### src/rtl/rr_arbiter_pkg.sv
// ----------------------------------------------------------------------------
// rr_arbiter_pkg
//   Shared types and helpers for the round-robin arbiter.
//   - state_t        : arbiter FSM state (IDLE / BUSY)
//   - onehot_to_idx  : binary index of a one-hot vector (up to OH_MAX_W bits)
// ----------------------------------------------------------------------------
package rr_arbiter_pkg;

  typedef enum logic [0:0] {
    IDLE = 1'b0,
    BUSY = 1'b1
  } state_t;

  localparam int unsigned OH_MAX_W = 64;
  localparam int unsigned OH_IDX_W = 6;

  // OR of the indices of all set bits; exact for a one-hot input, 0 for all-zero.
  function automatic logic [OH_IDX_W-1:0] onehot_to_idx(input logic [OH_MAX_W-1:0] oh);
    logic [OH_IDX_W-1:0] idx;
    idx = {OH_IDX_W{1'b0}};
    for (int i = 0; i < OH_MAX_W; i++) begin
      if (oh[i]) begin
        idx = idx | OH_IDX_W'(i);
      end else begin
        idx = idx;
      end
    end
    return idx;
  endfunction

endpackage

### src/rtl/rr_select.sv
// ----------------------------------------------------------------------------
// rr_select
//   Combinational rotating-priority picker: returns the first requester at or
//   after ptr_i, wrapping past N_REQ-1 back to 0.
// Ports
//   req_i     in   N_REQ  request vector
//   ptr_i     in   IDX_W  highest-priority position
//   winner_o  out  N_REQ  one-hot winner (all-zero when no request)
//   any_req_o out  1      at least one request is present
// ----------------------------------------------------------------------------
module rr_select #(
  parameter int unsigned N_REQ = 8,
  parameter int unsigned IDX_W = $clog2(N_REQ)
) (
  input  logic [N_REQ-1:0] req_i,
  input  logic [IDX_W-1:0] ptr_i,
  output logic [N_REQ-1:0] winner_o,
  output logic             any_req_o
);

  localparam logic [2*N_REQ-1:0] ONE_W = {{(2*N_REQ-1){1'b0}}, 1'b1};

  logic [2*N_REQ-1:0] keep_s;
  logic [2*N_REQ-1:0] masked_s;
  logic [2*N_REQ-1:0] lsb_s;

  // The request vector is duplicated; in the lower copy only bits at or above
  // ptr survive, the upper copy is left whole and supplies the wrapped-around
  // candidates. The lowest set bit of the doubled vector is then the winner.
  assign keep_s    = ~((ONE_W << ptr_i) - ONE_W);
  assign masked_s  = {req_i, req_i} & keep_s;
  assign lsb_s     = masked_s & (~masked_s + ONE_W);
  assign winner_o  = lsb_s[N_REQ-1:0] | lsb_s[2*N_REQ-1:N_REQ];
  assign any_req_o = |req_i;

endmodule

### src/rtl/rr_arbiter.sv
// ----------------------------------------------------------------------------
// rr_arbiter
//   Round-robin arbiter for one shared resource. A grant is held until the
//   owner signals done, drops its request, or MAX_HOLD cycles elapse
//   (MAX_HOLD = 0 disables the limit). Every grant is followed by one idle
//   cycle. All outputs come straight from flops.
// Ports
//   clk_i        in   1      clock
//   arst_n_i     in   1      asynchronous active-low reset
//   req_i        in   N_REQ  request level per requester
//   done_i       in   N_REQ  release strobe, only the owner's bit matters
//   gnt_o        out  N_REQ  one-hot grant, zero when idle
//   gnt_idx_o    out  IDX_W  owner index (zero when idle)
//   gnt_valid_o  out  1      resource owned this cycle
//   timeout_o    out  1      pulse in the cycle after a hold-limit revoke
// ----------------------------------------------------------------------------
module rr_arbiter
  import rr_arbiter_pkg::*;
#(
  parameter int unsigned N_REQ    = 8,
  parameter int unsigned MAX_HOLD = 16
) (
  input  logic                      clk_i,
  input  logic                      arst_n_i,
  input  logic [N_REQ-1:0]          req_i,
  input  logic [N_REQ-1:0]          done_i,
  output logic [N_REQ-1:0]          gnt_o,
  output logic [$clog2(N_REQ)-1:0]  gnt_idx_o,
  output logic                      gnt_valid_o,
  output logic                      timeout_o
);

  localparam int unsigned IDX_W    = $clog2(N_REQ);
  localparam int unsigned HC_W     = (MAX_HOLD < 2) ? 1 : $clog2(MAX_HOLD + 1);
  localparam logic [HC_W-1:0]  HC_ONE   = HC_W'(1);
  localparam logic [HC_W-1:0]  HC_LIM   = HC_W'(MAX_HOLD);
  // With no limit the counter only needs to stop short of wrapping.
  localparam logic [HC_W-1:0]  HC_SAT   = (MAX_HOLD != 0) ? HC_W'(MAX_HOLD) : {HC_W{1'b1}};
  localparam logic [IDX_W-1:0] LAST_IDX = IDX_W'(N_REQ - 1);

  state_t             state_q,    state_d;
  logic [IDX_W-1:0]   ptr_q,      ptr_d;
  logic [HC_W-1:0]    hold_cnt_q, hold_cnt_d;
  logic [N_REQ-1:0]   gnt_q,      gnt_d;
  logic [IDX_W-1:0]   idx_q,      idx_d;
  logic               valid_q,    valid_d;
  logic               timeout_q,  timeout_d;

  logic [N_REQ-1:0]   win_s;
  logic               any_req_s;
  logic [IDX_W-1:0]   win_idx_s;
  logic               limit_s;
  logic               owner_rel_s;
  logic               release_s;

  rr_select #(
    .N_REQ (N_REQ),
    .IDX_W (IDX_W)
  ) u_select (
    .req_i     (req_i),
    .ptr_i     (ptr_q),
    .winner_o  (win_s),
    .any_req_o (any_req_s)
  );

  assign win_idx_s   = IDX_W'(onehot_to_idx(OH_MAX_W'(win_s)));
  assign limit_s     = (MAX_HOLD != 0) && (hold_cnt_q == HC_LIM);
  // Owner-initiated release; takes precedence over the limit for timeout_o.
  assign owner_rel_s = done_i[idx_q] | ~req_i[idx_q];
  assign release_s   = owner_rel_s | limit_s;

  // FSM state register.
  always_ff @(posedge clk_i or negedge arst_n_i) begin
    if (!arst_n_i) begin
      state_q <= IDLE;
    end else begin
      state_q <= state_d;
    end
  end

  // FSM next-state logic.
  always_comb begin
    state_d = state_q;
    case (state_q)
      IDLE: begin
        if (any_req_s) begin
          state_d = BUSY;
        end else begin
          state_d = IDLE;
        end
      end
      BUSY: begin
        if (release_s) begin
          state_d = IDLE;
        end else begin
          state_d = BUSY;
        end
      end
      default: state_d = IDLE;
    endcase
  end

  // Next values for grant outputs, pointer and hold counter.
  always_comb begin
    gnt_d      = gnt_q;
    idx_d      = idx_q;
    valid_d    = valid_q;
    ptr_d      = ptr_q;
    hold_cnt_d = hold_cnt_q;
    timeout_d  = 1'b0;
    case (state_q)
      IDLE: begin
        if (any_req_s) begin
          gnt_d      = win_s;
          idx_d      = win_idx_s;
          valid_d    = 1'b1;
          hold_cnt_d = HC_ONE;
        end else begin
          gnt_d      = {N_REQ{1'b0}};
          idx_d      = {IDX_W{1'b0}};
          valid_d    = 1'b0;
          hold_cnt_d = {HC_W{1'b0}};
        end
      end
      BUSY: begin
        if (release_s) begin
          gnt_d      = {N_REQ{1'b0}};
          idx_d      = {IDX_W{1'b0}};
          valid_d    = 1'b0;
          hold_cnt_d = {HC_W{1'b0}};
          timeout_d  = limit_s & ~owner_rel_s;
          if (idx_q == LAST_IDX) begin
            ptr_d = {IDX_W{1'b0}};
          end else begin
            ptr_d = idx_q + {{(IDX_W-1){1'b0}}, 1'b1};
          end
        end else begin
          if (hold_cnt_q != HC_SAT) begin
            hold_cnt_d = hold_cnt_q + HC_ONE;
          end else begin
            hold_cnt_d = hold_cnt_q;
          end
        end
      end
      default: begin
        gnt_d      = {N_REQ{1'b0}};
        idx_d      = {IDX_W{1'b0}};
        valid_d    = 1'b0;
        hold_cnt_d = {HC_W{1'b0}};
      end
    endcase
  end

  // Output, pointer and hold-counter registers.
  always_ff @(posedge clk_i or negedge arst_n_i) begin
    if (!arst_n_i) begin
      gnt_q      <= {N_REQ{1'b0}};
      idx_q      <= {IDX_W{1'b0}};
      valid_q    <= 1'b0;
      timeout_q  <= 1'b0;
      ptr_q      <= {IDX_W{1'b0}};
      hold_cnt_q <= {HC_W{1'b0}};
    end else begin
      gnt_q      <= gnt_d;
      idx_q      <= idx_d;
      valid_q    <= valid_d;
      timeout_q  <= timeout_d;
      ptr_q      <= ptr_d;
      hold_cnt_q <= hold_cnt_d;
    end
  end

  // Outputs are direct flop copies.
  always_comb begin
    gnt_o       = gnt_q;
    gnt_idx_o   = idx_q;
    gnt_valid_o = valid_q;
    timeout_o   = timeout_q;
  end

endmodule

### config.mk
export PLATFORM = sky130hd
export DESIGN_NAME = rr_arbiter
export DESIGN_NICKNAME = d
export VERILOG_FILES = /design/src/rtl/rr_arbiter_pkg.sv /design/src/rtl/rr_select.sv /design/src/rtl/rr_arbiter.sv
export SDC_FILE = /design/constraint.sdc
export NUM_CORES = 1
export LEC_CHECK = 0
export CAP_MARGIN = 30
export CORE_ASPECT_RATIO = 1.2
export CORE_UTILIZATION = 46
export DETAILED_ROUTE_END_ITERATION = 16
export GPL_ROUTABILITY_DRIVEN = 0
export PLACE_DENSITY = 0.77
export SYNTH_ARGS = -nofsm -noshare
export SYNTH_HDL_FRONTEND = slang
export SYNTH_SLANG_ARGS = --single-unit
### constraint.sdc
create_clock -name clk_i -period 2.75 [get_ports clk_i]
set_input_delay 0.55 -clock clk_i [delete_from_list [all_inputs] [get_ports clk_i]]
set_output_delay 0.55 -clock clk_i [all_outputs]
set_load 0.05 [all_outputs]
# == Word level (Yosys, flattened, before mapping) ==
# Cells that the tools add are included.
# W data, S select, Z words.
# totals
reg_bits,22
out_inout_bits,13
# classes
n_addsub,4
magnitude_cmp,1
eq_ne,5
shift,1
muxes,29
n_bitwise,11
reduce_logical,2
# ops
op,n
$and A16 B16 Y16,2
$not A16 Y16,2
$mux W3,7
$add A16 B1 Y16 const B,1
$mux W8,2
$pmux W8 S2,1
$shl A1 B3 Y16 const A,1
$sub A16 B1 Y16 const B,1
$mux W5,2
$pmux W5 S2,1
$mux W1,9
$or A8 B8 Y8,1
$reduce_or A8 Y1,1
$bmux W1 S3,2
$pmux W3 S2,1
$add A5 B1 Y5 const B,1
$eq A5 B5 Y1 const B,1
$ne A5 B5 Y1 const B,1
$lt A3 B4 Y1 const B,1
$mux W2,2
$pmux W1 S2,2
$add A3 B1 Y3 const B,1
$eq A3 B3 Y1 const B,1
$ne A3 B1 Y1 const B,1
other kinds (5),8

# == Logic depth before layout (Yosys ltp) ==
# Gate-level depths: netlist of the first run.
# logic_depth
word_depth,17
mapped_depth,9

# == Hierarchy ==
# From an unflattened synthesis of the first run, not the netlist that was laid out.
# hier_totals
cells_unflattened,160
area_unflattened_um2,1515.2
# modules_own_cells
module,instances,cells_each,area_each_um2,seq_area_each_um2
rr_arbiter,1,82,1037.2,550.5
rr_select,1,78,478.0,0.0

# == Worst setup path after synthesis of the first run ==
# OpenSTA, ideal clock, no wires.
# synth_path
path_kind,register to register
startpoint,register ptr_q[0]
endpoint,register gnt_q[3] (netlist: gnt_o[3])
setup_time_ns,0.080
arrival_ns,2.639
slack_ns,0.031
stages_incl_launch_ff,9
path_buffers,1
synth_period_minus_slack_ns,2.719
path_cell_list,dfrtp_1 > clkbuf_1 > or3_1 > ha_1 > or4bb_1 > o2111ai_1 > o21ai_1 > or4_1 > o211ai_2
# synth_between
elab_chain_len,10
# synth_rtl
element,line,rtl
"start, declared",rr_arbiter.sv:42,"logic [IDX_W-1:0] ptr_q, ptr_d;"
"start signal, assigned",rr_arbiter.sv:161,ptr_q <= {IDX_W{1'b0}};
"start signal, assigned",rr_arbiter.sv:168,ptr_q <= ptr_d;
$shl A1 B3 Y16 *,rr_select.sv:30,assign keep_s = ~((ONE_W << ptr_i) - ONE_W);
$sub A16 B1 Y16 *,rr_select.sv:30,
$not A16 Y16 *,rr_select.sv:30,
$and A16 B16 Y16 *,rr_select.sv:31,"assign masked_s = {req_i, req_i} & keep_s;"
$not A16 Y16,rr_select.sv:32,assign lsb_s = masked_s & (~masked_s + ONE_W);
$add A16 B1 Y16,rr_select.sv:32,
$and A16 B16 Y16 *,rr_select.sv:32,
$or A8 B8 Y8 *,rr_select.sv:33,assign winner_o = lsb_s[N_REQ-1:0] | lsb_s[2*N_REQ-1:N_REQ];
$mux W8 *,rr_arbiter.sv:113,if (any_req_s) begin
$pmux W8 S2 *,rr_arbiter.sv:111,case (state_q)
"end signal, assigned",rr_arbiter.sv:157,gnt_q <= {N_REQ{1'b0}};
"end signal, assigned",rr_arbiter.sv:164,gnt_q <= gnt_d;
"end, declared",rr_arbiter.sv:44,"logic [N_REQ-1:0] gnt_q, gnt_d;"
# Every way passes the cells marked *; elsewhere a longest branch is shown, timed or not.
# A chain may end at the register's enable or synchronous reset.

# == Final worst setup path of the first run ==
# layout_path
startpoint,register ptr_q[0]
endpoint,register idx_q[1] (netlist: gnt_idx_o[1])
# layout_between
elab_chain_len,16
# layout_rtl
element,line,rtl
$shl A1 B3 Y16 *,rr_select.sv:30,
$sub A16 B1 Y16 *,rr_select.sv:30,
$not A16 Y16 *,rr_select.sv:30,
$and A16 B16 Y16 *,rr_select.sv:31,
$not A16 Y16,rr_select.sv:32,
$add A16 B1 Y16,rr_select.sv:32,
$and A16 B16 Y16 *,rr_select.sv:32,
$or A8 B8 Y8 *,rr_select.sv:33,
$mux W2 (2 in a row),rr_arbiter_pkg.sv:22,if (oh[i]) begin
$mux W3 (3 in a row),rr_arbiter_pkg.sv:22,
$mux W3 *,rr_arbiter_pkg.sv:22,
$mux W3 *,rr_arbiter.sv:113,
$pmux W3 S2 *,rr_arbiter.sv:111,
"end signal, assigned",rr_arbiter.sv:158,idx_q <= {IDX_W{1'b0}};
"end signal, assigned",rr_arbiter.sv:165,idx_q <= idx_d;
"end, declared",rr_arbiter.sv:45,"logic [IDX_W-1:0] idx_q, idx_d;"
# Marks and branches as above.

==> results of run 1 <==
## cell usage in the layout (no fill, tap or decap), types with 2 or more instances in the layout
master	netlist	routed
clkdlybuf4s50_1	0	30
buf_4	1	24
dfrtp_1	22	22
nand2_1	11	11
nor2_1	7	7
a21o_1	7	7
nor3_1	6	6
nand3_1	6	6
ha_1	6	6
inv_1	5	5
nor2b_1	5	5
nor3b_1	5	5
nand2b_1	5	5
nor4_1	4	4
nor4b_1	4	4
a211oi_1	3	3
and2_1	3	3
a21oi_1	3	3
nand4_1	3	3
mux2_1	3	3
a2111o_1	3	3
clkbuf_4	0	3
a21oi_2	2	2
or4_4	2	2
or3b_2	2	2
o21a_1	2	2
o32ai_1	2	2
o31ai_1	2	2
xor2_1	2	2
or4_1	2	2
o21ai_0	2	2
## state kept, by name, summed over array words and instances (netlist names)
signal / flops
ptr_q: 3
timeout_o: 1
gnt_idx_o: 3
gnt_o: 8
state_q: 1
hold_cnt_q: 5
gnt_valid_o: 1
## power groups by stage
| stage | clock, mW | sequential, mW | combinational [mW] |
|---|---|---|---|
| 2_1_floorplan | 0 | 0.703 | 0.677 |
| 3_3_place_gp | 0 | 0.528 | 1.29 |
| 3_5_place_dp | 0 | 0.538 | 1.35 |
| 4_1_cts | 0.247 | 0.533 | 1.35 |
| 5_1_grt | 0.267 | 0.551 | 1.46 |
| 6_report | 0.245 | 0.535 | 1.36 |
## logic make-up (layout without fill, tap and decap cells)
logic type | Yosys count | after routing | synth area share, %
simple gates | 76 | 76 | 31.6
flops | 22 | 22 | 35.5
compound gates | 37 | 37 | 20.4
fa+ha+maj | 6 | 6 | 4.85
xor+xnor | 3 | 3 | 1.70
buf+inv | 11 | 64 | 2.99
mux | 4 | 4 | 2.91
## worst reg2reg max path, delay by kind of cell, from the launching register on
kind,cells,cell delay (ps)
flops,1,400
fa+ha+maj,1,240
compound gates,4,1150
buf+inv,1,170
simple gates,2,540
## how the worst max path moves through the flow
stage                   start            to  depth (start not counted)
floorplan            ptr_q[0]      gnt_o[3]                          8
global placement     req_i[4]      ptr_q[1]                          6
detailed placement  done_i[4]  gnt_idx_o[1]                          8
CTS                  ptr_q[0]      gnt_o[3]                          7
global route         ptr_q[1]  gnt_idx_o[1]                         11
finish               ptr_q[0]  gnt_idx_o[1]                          8
## metrics by stage
step | setup slack, ps | cells | utilization, % | power [mW] | instance area [µm²]
global route | 35.4 | 248 | 67.5 | 2.28 | 2120
CTS | 182 | 248 | 67.5 | 2.14 | 2120
detailed placement | -118 | 244 | 65.9 | 1.88 | 2070
global placement | -4.33 | 244 | 65.9 | 1.82 | 2070
finish | 152 | 248 | 67.5 | 2.14 | 2120
floorplan | 30.7 | 159 | - | 1.38 | 1550
## layout make-up
cell class / instances / area share [%]
multi-input cells: 126 / 44.9
flip-flops and latches: 22 / 26.0
repair buffers: 55 / 23.6
well taps: 36 / 2.13
clock inverters: 1 / 1.42
clock buffers: 3 / 1.06
inverters: 5 / 0.885
## layer usage
metal / vias to the layer above / wire length, µm / track usage, %
li1: 712 / - / -
met1: 729 / 1800 / 33.1
met2: 66 / 2170 / 46.1
met3: 16 / 229 / 4.40
met4: 0 / 136 / 12.8
met5: - / 0 / 0
## Yosys cell counts, drive strengths merged (4+ instances only)
library cell,number
dfrtp,22
nand2,11
a21o,7
nor2,7
ha,6
nand3,6
nor3,6
nor3b,6
a21oi,5
inv,5
nand2b,5
nor2b,5
nor4,5
clkbuf,4
mux2,4
nor4b,4
or4,4
==> results.sh, run 1 <==
export IMPL_path_max_fanout=6
export IMPL_whs_ps=495
export IMPL_p_leak_nw=0.941
export IMPL_hold_viol_final=0
export IMPL_wl_per_cell_um=17.5
export IMPL_reg2reg_to="gnt_idx_o[1]"
export IMPL_synthTopCellsByArea="dfrtp_1 (36%), ha_1 (4.8%), a21o_1 (3.4%)"
export IMPL_grt_max_degree=23
export IMPL_detail_route_antenna_nets=0
export IMPL_root_buffer="clkbuf_4"
export IMPL_die_y_um=65.6
export IMPL_ys_warn_count=0
export IMPL_numCtsBuffers=3
export IMPL_synthArstFlopShare_pct=100
export IMPL_fillerInstances=264
export IMPL_cp_top_family="compound AO/OA/AOI/OAI gates"
export IMPL_status="complete, no violations"
export IMPL_drt_initial_drc_count=44
export IMPL_reg2reg_slack_ps=150
export IMPL_whs_endpoint="gnt_valid_o"
export IMPL_io_pins=31
export IMPL_syn_area_per_cell_um2=9.74
export IMPL_place_hpwl_mm=3.38
export IMPL_area_growth_pct=36.8
export IMPL_critPathArrivalTime_ps=2800
export IMPL_hold_depth=1
export IMPL_internal_power_mw=1.17
export IMPL_synth_largest_area_cell="dfrtp_1"
export IMPL_ys_flop_type="dfrtp_1"
export IMPL_hp_class="flip-flop to flip-flop"
export IMPL_num_rows=22
export IMPL_grt_pass1_wl_mm=7.09
export IMPL_reg2reg_depth=8
export IMPL_io_buffers=30
export IMPL_cts_resized=0
export IMPL_max_stage_delay_ps=400
export IMPL_min_delay_start="gnt_valid_o"
export IMPL_switching_share_pct=45.3
export IMPL_start_util_pct=49.4
export IMPL_worstReg2RegStart="ptr_q[0]"
export IMPL_regArea_um2=551
export IMPL_finClkSkew_ps=5.41
export IMPL_worst_pin_slew_ps=509
export IMPL_cts_tree="done"
export IMPL_setup_tns_ps=0
export IMPL_h_tree_depth=1
export IMPL_grt_ovfl_total=0
export IMPL_synth_seq_cells=22
export IMPL_core_area_um2=3140
export IMPL_cts_hold_buffers=0
export IMPL_synthDistinctLibCells=55
export IMPL_synth_edf_count=0
export IMPL_synthCells=159
export IMPL_crit_path_cell_trace="or3_1 -> ha_1 -> buf_4 -> and2_1 -> o21a_1 -> o21ai_1 -> o32ai_1 -> a2111o_1"
export IMPL_antennaDiodeCount=0
export IMPL_die_x_um=55.0
export IMPL_min_period_over_period_pct=94.5
export IMPL_cap_violations=0
export IMPL_seqPwrFrac_pct=25.0
export IMPL_syn_area_um2=1550
export IMPL_antenna_found_initial=0
export IMPL_post_cts_buffers=0
export IMPL_cts_sinks=22
export IMPL_multiInputGateArea_um2=952
export IMPL_p_comb_share_pct=63.6
export IMPL_vias=1523
export IMPL_ys_seq_area_share_pct=35.5
export IMPL_worst_setup_path_end_kind="flip-flop"
export IMPL_track_usage_pct=27.5
export IMPL_switching_power_mw=0.970
export IMPL_final_max_slew_violation_count=0
export IMPL_power_density_nw_per_um2=1010
export IMPL_drive_gt1_share_pct=20.3
export IMPL_firstDrtPassIters=4
export IMPL_via_per_inst=6.14
export IMPL_crit_buf_inv=1
export IMPL_fin_crit_ps=2600
export IMPL_dieArea_um2=3600
export IMPL_finalSetupViolations=0
export IMPL_final_net_count=237
export IMPL_required_ps=2950
export IMPL_postSynthNetCount=183
export IMPL_crit_type="flip-flop to flip-flop"
export IMPL_startpoint_type="flip-flop"
export IMPL_route_detailed_drc=0
export IMPL_wirelength_mm=4.34
export IMPL_synth_top_area_share_pct=35.5
export IMPL_max_freq_mhz=385
export IMPL_ir_drop_mv=0.767
export IMPL_clk_latency_ps=310
export IMPL_slew_headroom_pct=65.2
export IMPL_clk_path_buf_depth=2
export IMPL_slowest_stage="dfrtp_1"
export IMPL_first_global_vias=1581
export IMPL_path_clk_slew_ps=120
export IMPL_rsz0062_at_grt="false"
export IMPL_clockPowerShare_pct=11.4
Note: power is estimated with default switching activity, not from simulation.
==> run 2, diff against run 1 <==
--- a/config.mk
+++ b/config.mk
@@ -6,7 +6,6 @@
 export NUM_CORES = 1
 export LEC_CHECK = 0
 export CAP_MARGIN = 30
-export CORE_ASPECT_RATIO = 1.2
 export CORE_UTILIZATION = 46
 export DETAILED_ROUTE_END_ITERATION = 16
 export GPL_ROUTABILITY_DRIVEN = 0
==> run 2 against run 1 <==
Combinational power about the same; power shrank 5.2%; maximum frequency down 0.81%; largest power group unchanged; wire length fell by 5.5%; worst hold slack worse by 5.0 ps; largest cell class unchanged.
==> results.sh, run 2 (synthesized netlist as in run 1, its figures left out) <==
export IMPL_grt_pass1_wl_mm=6.64
export IMPL_area_growth_pct=36.4
export IMPL_h_tree_depth=1
export IMPL_io_buffers=30
export IMPL_wirelength_mm=4.10
export IMPL_largest_register_ffs=8
export IMPL_io_pins=31
export IMPL_track_usage_pct=24.8
export IMPL_detail_route_antenna_nets=0
export IMPL_dp_cells=252
export IMPL_numCtsBuffers=3
export IMPL_route_detailed_drc=0
export IMPL_num_rows=20
export IMPL_post_cts_buffers=0
export IMPL_die_x_um=60.0
export IMPL_root_buffer="clkbuf_4"
export IMPL_path_max_fanout=7
export IMPL_place_hpwl_mm=3.23
export IMPL_min_period_over_period_pct=95.2
export IMPL_antennaDiodeCount=0
export IMPL_setup_tns_ps=0
export IMPL_reg2reg_slack_ps=130
export IMPL_antenna_found_initial=0
export IMPL_fin_crit_ps=2620
export IMPL_worstReg2RegStart="ptr_q[2]"
export IMPL_total_power_mw=2.03
export IMPL_cap_violations=0
export IMPL_finClkSkew_ps=2.79
export IMPL_worst_pin_slew_ps=505
export IMPL_max_freq_mhz=382
export IMPL_startpoint_type="flip-flop"
export IMPL_reg2reg_to="gnt_idx_o[0]"
export IMPL_drt_initial_drc_count=79
export IMPL_finalSetupViolations=0
export IMPL_rsz0062_at_grt="false"
export IMPL_cts_sinks=22
export IMPL_final_max_slew_violation_count=0
export IMPL_slew_headroom_pct=66.2
export IMPL_clk_latency_ps=300
export IMPL_power_density_nw_per_um2=960
export IMPL_wl_per_cell_um=16.0
export IMPL_placed_area_um2=2080
export IMPL_vias=1490
export IMPL_drive_gt1_share_pct=20.3
export IMPL_hp_class="flip-flop to flip-flop"
export IMPL_met3RoutedLength_um=256
export IMPL_ir_drop_mv=0.750
export IMPL_clk_path_buf_depth=2
export IMPL_crit_type="flip-flop to flip-flop"
export IMPL_p_leak_nw=0.935
export IMPL_fillerInstances=260
export IMPL_top_layer="met4"
export IMPL_path_clk_slew_ps=120
export IMPL_wl_met2_mm=1.99
export IMPL_hold_viol_final=0
export IMPL_mostFrequentLayoutCells="clkdlybuf4s50_1 (30), buf_4 (24), dfrtp_1 (22)"
export IMPL_final_net_count=237
export IMPL_reg2reg_depth=8
export IMPL_final_common_cell="clkdlybuf4s50_1"
export IMPL_layout_cells_non_filler=256
export IMPL_dieArea_um2=3600
export IMPL_whs_endpoint="gnt_o[6]"
export IMPL_via_per_inst=5.82
export IMPL_grt_max_degree=23
export IMPL_cts_resized=0
export IMPL_min_delay_start="gnt_o[6]"
export IMPL_hold_depth=1
export IMPL_met1_length_mm=1.82
export IMPL_grt_ovfl_total=0
export IMPL_cts_tree="done"
export IMPL_die_y_um=60.0
export IMPL_required_ps=2950
export IMPL_core_area_um2=3130
export IMPL_first_global_vias=1441
export IMPL_status="complete, no violations"
export IMPL_firstDrtPassIters=4
export IMPL_critPathArrivalTime_ps=2820
export IMPL_final_area_um2=2110
export IMPL_cts_hold_buffers=0
export IMPL_start_util_pct=49.5
export IMPL_worst_setup_path_end_kind="flip-flop"
==> run 2: cell count changes in the layout (fill, tap and decap cells not counted) <==
cell       before  now
bufinv_16       1    0
clkbuf_8        0    1
==> run 2: area by class of cell <==
type	instances	area (µm²)	area share [%]
timing repair buffer	55	500	23.7
sequential	22	551	26.1
tap	44	55.1	2.61
multi-input combinational	126	952	45.1
clock buffer	4	36.3	1.72
inverter	5	18.8	0.888
==> run 2: worst max-delay path, stage by stage (launching register included) <==
cell	delay, ps
dfrtp_1	460
or3_1	340
ha_1	230
buf_4	170
and2_1	160
o21a_1	210
o21ai_1	360
o31ai_1	190
a2111o_1	400
==> run 2: through the flow <==
stage          worst slack (ps)  hold WS, ps  utilization [%]
3_3_place_gp               5.15          462             66.4
6_report                    131          490             67.6
3_5_place_dp              -97.6          465             66.4
5_1_grt                    2.36          512             67.6
2_1_floorplan              30.7          254                -
4_1_cts                     170          493             67.6
==> run 2: routing by layer <==
metal | global-route usage (%) | up-vias
li1 | - | 715
met1 | 33.1 | 706
met2 | 43.3 | 63
met3 | 3.90 | 6
met4 | 2.99 | 0
met5 | 0 | -
==> run 2: power breakdown <==
group          total, mW  internal [mW]  switching [mW]
clock network      0.174         0.0807          0.0933
logic               1.33          0.589           0.736
registers          0.529          0.423           0.106
total               2.03           1.09           0.936
==> run 2: worst max-delay path by stage <==
stage	startpoint	to	slack (ps)	depth (start not counted)
2_1_floorplan	ptr_q[0]	gnt_o[3]	30	8
3_3_place_gp	req_i[4]	ptr_q[2]	5	6
3_5_place_dp	req_i[2]	ptr_q[1]	-100	6
4_1_cts	ptr_q[2]	gnt_idx_o[0]	170	8
5_1_grt	ptr_q[2]	gnt_idx_o[0]	2	8
6_report	ptr_q[2]	gnt_idx_o[0]	130	8
